$ cat config.mk
export PLATFORM = sky130hd
export DESIGN_NAME = uart_tx_buffer
export DESIGN_NICKNAME = d
export VERILOG_FILES = /design/src/rtl/uart_tx_buffer.sv
export SDC_FILE = /design/constraint.sdc
export NUM_CORES = 1
export LEC_CHECK = 0
export ABC_AREA = 1
export BUFFER_PORTS_ARGS = -buffer_cell sky130_fd_sc_hd__buf_4
export CAP_MARGIN = 15
export CORE_AREA = 2 2 126 128
export CTS_CLUSTER_SIZE = 8
export DETAILED_ROUTE_END_ITERATION = 10
export DIE_AREA = 0 0 128 130
export PLACE_DENSITY = 0.72
export SLEW_MARGIN = 20
export SYNTH_ARGS = -nofsm -noshare
export SYNTH_HDL_FRONTEND = slang
export SYNTH_SLANG_ARGS = --single-unit
$ cat constraint.sdc
create_clock -name clk -period 2.39 [get_ports clk]
set_input_delay 0.239 -clock clk [delete_from_list [all_inputs] [get_ports clk]]
set_output_delay 0.239 -clock clk [all_outputs]
set_load 0.01 [all_outputs]
$ cat src/rtl/uart_tx_buffer.sv
`default_nettype none
// +-----------------------------------------------------------------------+
// | Module   : uart_tx_buffer                                             |
// | Brief    : CPU-side byte FIFO that feeds a UART transmitter through a |
// |            send_req/busy handshake with an acknowledge timeout.       |
// | Revision : 1.0                                                        |
// +-----------------------------------------------------------------------+
module uart_tx_buffer #(
    parameter int DEPTH       = 16,
    parameter int ACK_TIMEOUT = 15
) (
    input  logic                     clk,
    input  logic                     reset,
    input  logic                     wr_en,
    input  logic [7:0]               wr_data,
    output logic                     full,
    output logic                     empty,
    output logic [$clog2(DEPTH):0]   count,
    input  logic                     busy,
    output logic                     send_req,
    output logic [7:0]               tx_byte,
    output logic                     overflow,
    output logic                     ack_err,
    input  logic                     flag_clr
);

    localparam int AW = $clog2(DEPTH);
    localparam int CW = AW + 1;
    localparam int TW = $clog2(ACK_TIMEOUT + 1);

    localparam logic [CW-1:0] c_DEPTH    = CW'(DEPTH);
    localparam logic [TW-1:0] c_TMO_LAST = TW'(ACK_TIMEOUT - 1);

    localparam logic [2:0] S_IDLE      = 3'd0;
    localparam logic [2:0] S_LOAD      = 3'd1;
    localparam logic [2:0] S_REQ       = 3'd2;
    localparam logic [2:0] S_WAIT_ACK  = 3'd3;
    localparam logic [2:0] S_WAIT_DONE = 3'd4;

    logic [7:0]    r_mem [DEPTH];
    logic [AW-1:0] r_wptr;
    logic [AW-1:0] r_rptr;
    logic [CW-1:0] r_count;
    logic [2:0]    r_state;
    logic [TW-1:0] r_timer;
    logic          r_send_req;
    logic [7:0]    r_tx_byte;
    logic          r_overflow;
    logic          r_ack_err;
    logic          w_push;
    logic          w_pop;

    // full is sampled before the edge, so a push into a full FIFO is
    // rejected even when the FSM pops in the same cycle.
    assign w_push   = wr_en & ~full;
    assign w_pop    = (r_state == S_LOAD);

    assign full     = (r_count == c_DEPTH);
    assign empty    = (r_count == '0);
    assign count    = r_count;
    assign send_req = r_send_req;
    assign tx_byte  = r_tx_byte;
    assign overflow = r_overflow;
    assign ack_err  = r_ack_err;

    always_ff @(posedge clk) begin
        if (w_push) begin
            r_mem[r_wptr] <= wr_data;
        end
    end

    always_ff @(posedge clk or negedge reset) begin
        if (!reset) begin
            r_wptr     <= '0;
            r_rptr     <= '0;
            r_count    <= '0;
            r_state    <= S_IDLE;
            r_timer    <= '0;
            r_send_req <= 1'b0;
            r_tx_byte  <= 8'h00;
            r_overflow <= 1'b0;
            r_ack_err  <= 1'b0;
        end else begin
            if (w_push) begin
                r_wptr <= r_wptr + 1'b1;
            end

            case ({w_push, w_pop})
                2'b10:   r_count <= r_count + 1'b1;
                2'b01:   r_count <= r_count - 1'b1;
                default: r_count <= r_count;
            endcase

            if (wr_en && full) begin
                r_overflow <= 1'b1;
            end else if (flag_clr) begin
                r_overflow <= 1'b0;
            end

            // Clear first; a timeout below in the same cycle wins.
            if (flag_clr) begin
                r_ack_err <= 1'b0;
            end

            r_send_req <= 1'b0;
            case (r_state)
                S_IDLE: begin
                    if (!empty && !busy) begin
                        r_state <= S_LOAD;
                    end
                end
                S_LOAD: begin
                    r_tx_byte  <= r_mem[r_rptr];
                    r_rptr     <= r_rptr + 1'b1;
                    r_send_req <= 1'b1;
                    r_state    <= S_REQ;
                end
                S_REQ: begin
                    r_timer <= '0;
                    r_state <= S_WAIT_ACK;
                end
                S_WAIT_ACK: begin
                    if (busy) begin
                        r_state <= S_WAIT_DONE;
                    end else if (r_timer == c_TMO_LAST) begin
                        r_ack_err <= 1'b1;
                        r_state   <= S_IDLE;
                    end else begin
                        r_timer <= r_timer + 1'b1;
                    end
                end
                S_WAIT_DONE: begin
                    if (!busy) begin
                        r_state <= S_IDLE;
                    end
                end
                default: r_state <= S_IDLE;
            endcase
        end
    end

endmodule
`default_nettype wire

==> summary.md <==
| Metric | Value |
|---|---|
| Status | `completed` |
| Core ar. | `15400 sq um` |
| Final hold slack | `0.0239 ns` |
| Highest Clock Rate | `469 MHz` |
| Critical R2R Launch | `count[1]` |
| Die Width | `128 um` |
| Die Ht | `130 um` |
| CTS H-tree depth | `4` |
| Vias per cell | `5.26` |
| Max cap viols | `0` |
| DR pass1 iterations | `5` |
| Worst hold path class | `in2reg` |
| Layout cells sized above 1 | `13.1%` |
| R2r worst-path depth | `13` |
| #FFs+latches synth | `159` |
| Num rows | `46` |
| CTS Sinks | `159` |
| Clk buf depth | `2` |
| Clk pin slew, worst setup/hold paths | `0.06 ns` |
| Final cycle utilization of the critical path | `89.3%` |
| Total CTS buffers | `17` |
| CP Class | `reg2reg` |
| GRT Util Overall | `19.6%` |
| # nets final | `692` |
| TritonCTS clock tree | `built` |
| Global-route wire length before repair | `24.1 mm` |
| Finish-stage setup viols | `0` |
| Final wirelength | `15.3 mm` |
| Resize count post-CTS | `0` |
| Synth Instances | `621` |
| Area growth from synthesis to layout | `16.0%` |
| Worst slew pin tran | `0.671 ns` |
| Reg-to-Reg End | `count[4]` |
| Reg2Reg Setup Slack | `0.26 ns` |
| Congestion Overflow GR | `0` |
| Pwr dens | `1250 nW/um^2` |
| Via count | `4589` |
| Netlist cell types | `25` |
| EDFF count, synth | `128` |
| Worst rel slew slack | `55.1%` |
| Slew Limit Fails | `0` |
| Die area | `16600 sq um` |
| I/O pin count | `31` |
| WL/cell | `17.5 um` |
| Clock Skews | `0.00720 ns` |
| Main flop type after synthesis | `edfxtp_1` |
| Drc violations | `0` |
| Sequential-to-total area share from yosys stat | `68.3%` |
| Setup TNS | `0 ns` |
| Vias in the first global route | `4607` |
| CP Launch Type | `flop` |
| Ys async rst share | `19.5%` |
| DR iter-0 viols | `445` |
| Syn avg cell area | `10.9 sq um` |
| Worst path max stage delay | `0.44 ns` |
| LEAKAGE | `3.22 nW` |
| I/O Buffers | `30` |
| Critical path fanouts, max | `5` |
| Initial antenna violation count | `0` |
| Hold path startpoint | `busy` |
| Hpwl dp | `9.66 mm` |
| # diodes | `0` |
| Largest net degree at the start of global routing | `52` |
| Worst setup EP type | `flop` |
| Hold Fails Final Rpt | `0` |
| Worst-path cell chain | `nor2_1, nand4_1, nand2_1, ha_1, xor2_1, ha_1, inv_1, nand2_1, nand3_1, nand2_1, xor2_1, nand2_1, nand2_1` |
| Synth Net Count | `645` |
| Synth Cell Area | `6760 sq um` |
| Final ANT Viol Nets | `0` |
| IR drop worst, VDD | `643 uV` |
| Clk root buf | `clkbuf_16` |
| Fin crit period | `2.13 ns` |
| Most frequent CP cell | `nand2_1` |
| Worst Path Arrival | `2.50 ns` |
| CP max-delay cell | `dfrtp_1` |
| GPL Wtd Cong | `0.818` |
| Hold Path End | `ack_err` |
| Starting Density | `43.8%` |
| RSZ-0062 raised after global routing | `no` |
| Worst skew pair latency | `0.43 ns` |
| Hold Path Depth | `2` |
| Crit path required time | `2.75 ns` |
| Synth warn | `0` |
## kinds of logic (layout without fill, tap and decap cells)
logic type | Yosys count | count (layout) | synth area share, %
compound gates | 13 | 13 | 1.09
xor+xnor | 11 | 11 | 1.42
fa+ha+maj | 11 | 11 | 2.04
flops | 159 | 159 | 68.3
buf+inv | 60 | 120 | 4.16
simple gates | 367 | 367 | 23.0
## power by group
part / leakage (nW) / switching [mW] / internal [mW]
clock network: 0.280 / 1.13 / 1.55
registers: 1.55 / 0.239 / 3.43
logic: 1.39 / 2.33 / 1.10
## registers in the layout, summed over array words and instances, names as in the netlist
register and cells:
r_mem 128, tx_byte 8, count 5, r_rptr 4, r_timer 4, r_wptr 4, r_state 3, ack_err 1
overflow 1, send_req 1
## cell usage after synthesis, types with 2 or more instances
| master | number | area [sq um] |
|---|---|---|
| o21ai_0 | 9 | 45.0 |
| buf_6 | 4 | 45.0 |
| clkbuf_1 | 4 | 15.0 |
| buf_4 | 2 | 15.0 |
| buf_2 | 15 | 75.1 |
| clkinv_1 | 3 | 11.3 |
| nand4_1 | 4 | 25.0 |
| nor3_1 | 12 | 60.1 |
| ha_1 | 11 | 138 |
| inv_2 | 2 | 7.51 |
| nand3_1 | 109 | 546 |
| dfrtp_1 | 31 | 776 |
| inv_1 | 29 | 109 |
| edfxtp_1 | 128 | 3840 |
| nor2_1 | 12 | 45.0 |
| xor2_1 | 10 | 87.6 |
| nor3_2 | 2 | 20.0 |
| nand2_1 | 227 | 852 |
## critical path: cells and delay by family (launching register included)
| kind | cells | cell delay [ns] |
|---|---|---|
| buffers and inverters | 1 | 0.04 |
| adder cells (fa/ha/maj) | 2 | 0.46 |
| flip-flops | 1 | 0.44 |
| AND/OR/NAND/NOR | 8 | 0.77 |
| XOR/XNOR | 2 | 0.37 |
## through the flow
stage,std cells,instance area [sq um],utilization (%),setup slack [ns],power [mW]
final,873,7850,50.9,0.256,9.77
after global placement,839,7240,46.9,0.299,7.05
after CTS,873,7850,50.9,0.248,9.83
after detailed placement,839,7240,46.9,0.268,7.15
after global routing,873,7850,50.9,0.0638,10.4
after floorplan,621,6760,-,0.178,6.04
## cell usage in the layout (no fill, tap or decap), drive strengths merged, types with 3 or more instances in the layout
| cell type | n |
|---|---|
| buf | 52 |
| clkbuf | 17 |
| clkinv | 9 |
| clkinvlp | 3 |
| dfrtp | 31 |
| edfxtp | 128 |
| ha | 11 |
| inv | 35 |
| nand2 | 228 |
| nand3 | 109 |
| nand4 | 4 |
| nor2 | 12 |
| nor3 | 14 |
| o21ai | 9 |
| xor2 | 10 |
## worst max path at each step
stage	endpoint	slack (ns)	cells after the start	from
floorplan	count[4]	0.18	14	count[1]
global placement	count[4]	0.30	13	count[1]
detailed placement	count[4]	0.27	13	count[1]
CTS	count[4]	0.25	13	count[1]
global route	count[4]	0.06	13	count[1]
finish	count[4]	0.26	13	count[1]
## per-layer routing
| layer | wire length, um | GRT usage (%) | part of all wire, % | vias up |
|---|---|---|---|---|
| met5 | 0 | 0 | 0 | - |
| met4 | 292 | 8.14 | 1.9 | 0 |
| met3 | 569 | 4.06 | 3.7 | 18 |
| met2 | 7980 | 34.1 | 52 | 96 |
| met1 | 6470 | 24.1 | 42 | 2274 |
| li1 | - | - | - | 2201 |
## layout make-up
cell class	count	area [sq um]
clock inverters	15	160
repair buffers	54	410
clock buffers	17	425
well taps	192	240
fillers	1374	7580
multi-input cells	402	1860
inverters	34	128
flip-flops and latches	159	4620
## repair_timing
item,in CTS,in global routing
endpoints found under the hold margin,32,0
buffers inserted,0,0
hold buffers,2,0
Note: power is estimated with default switching activity, not from simulation.
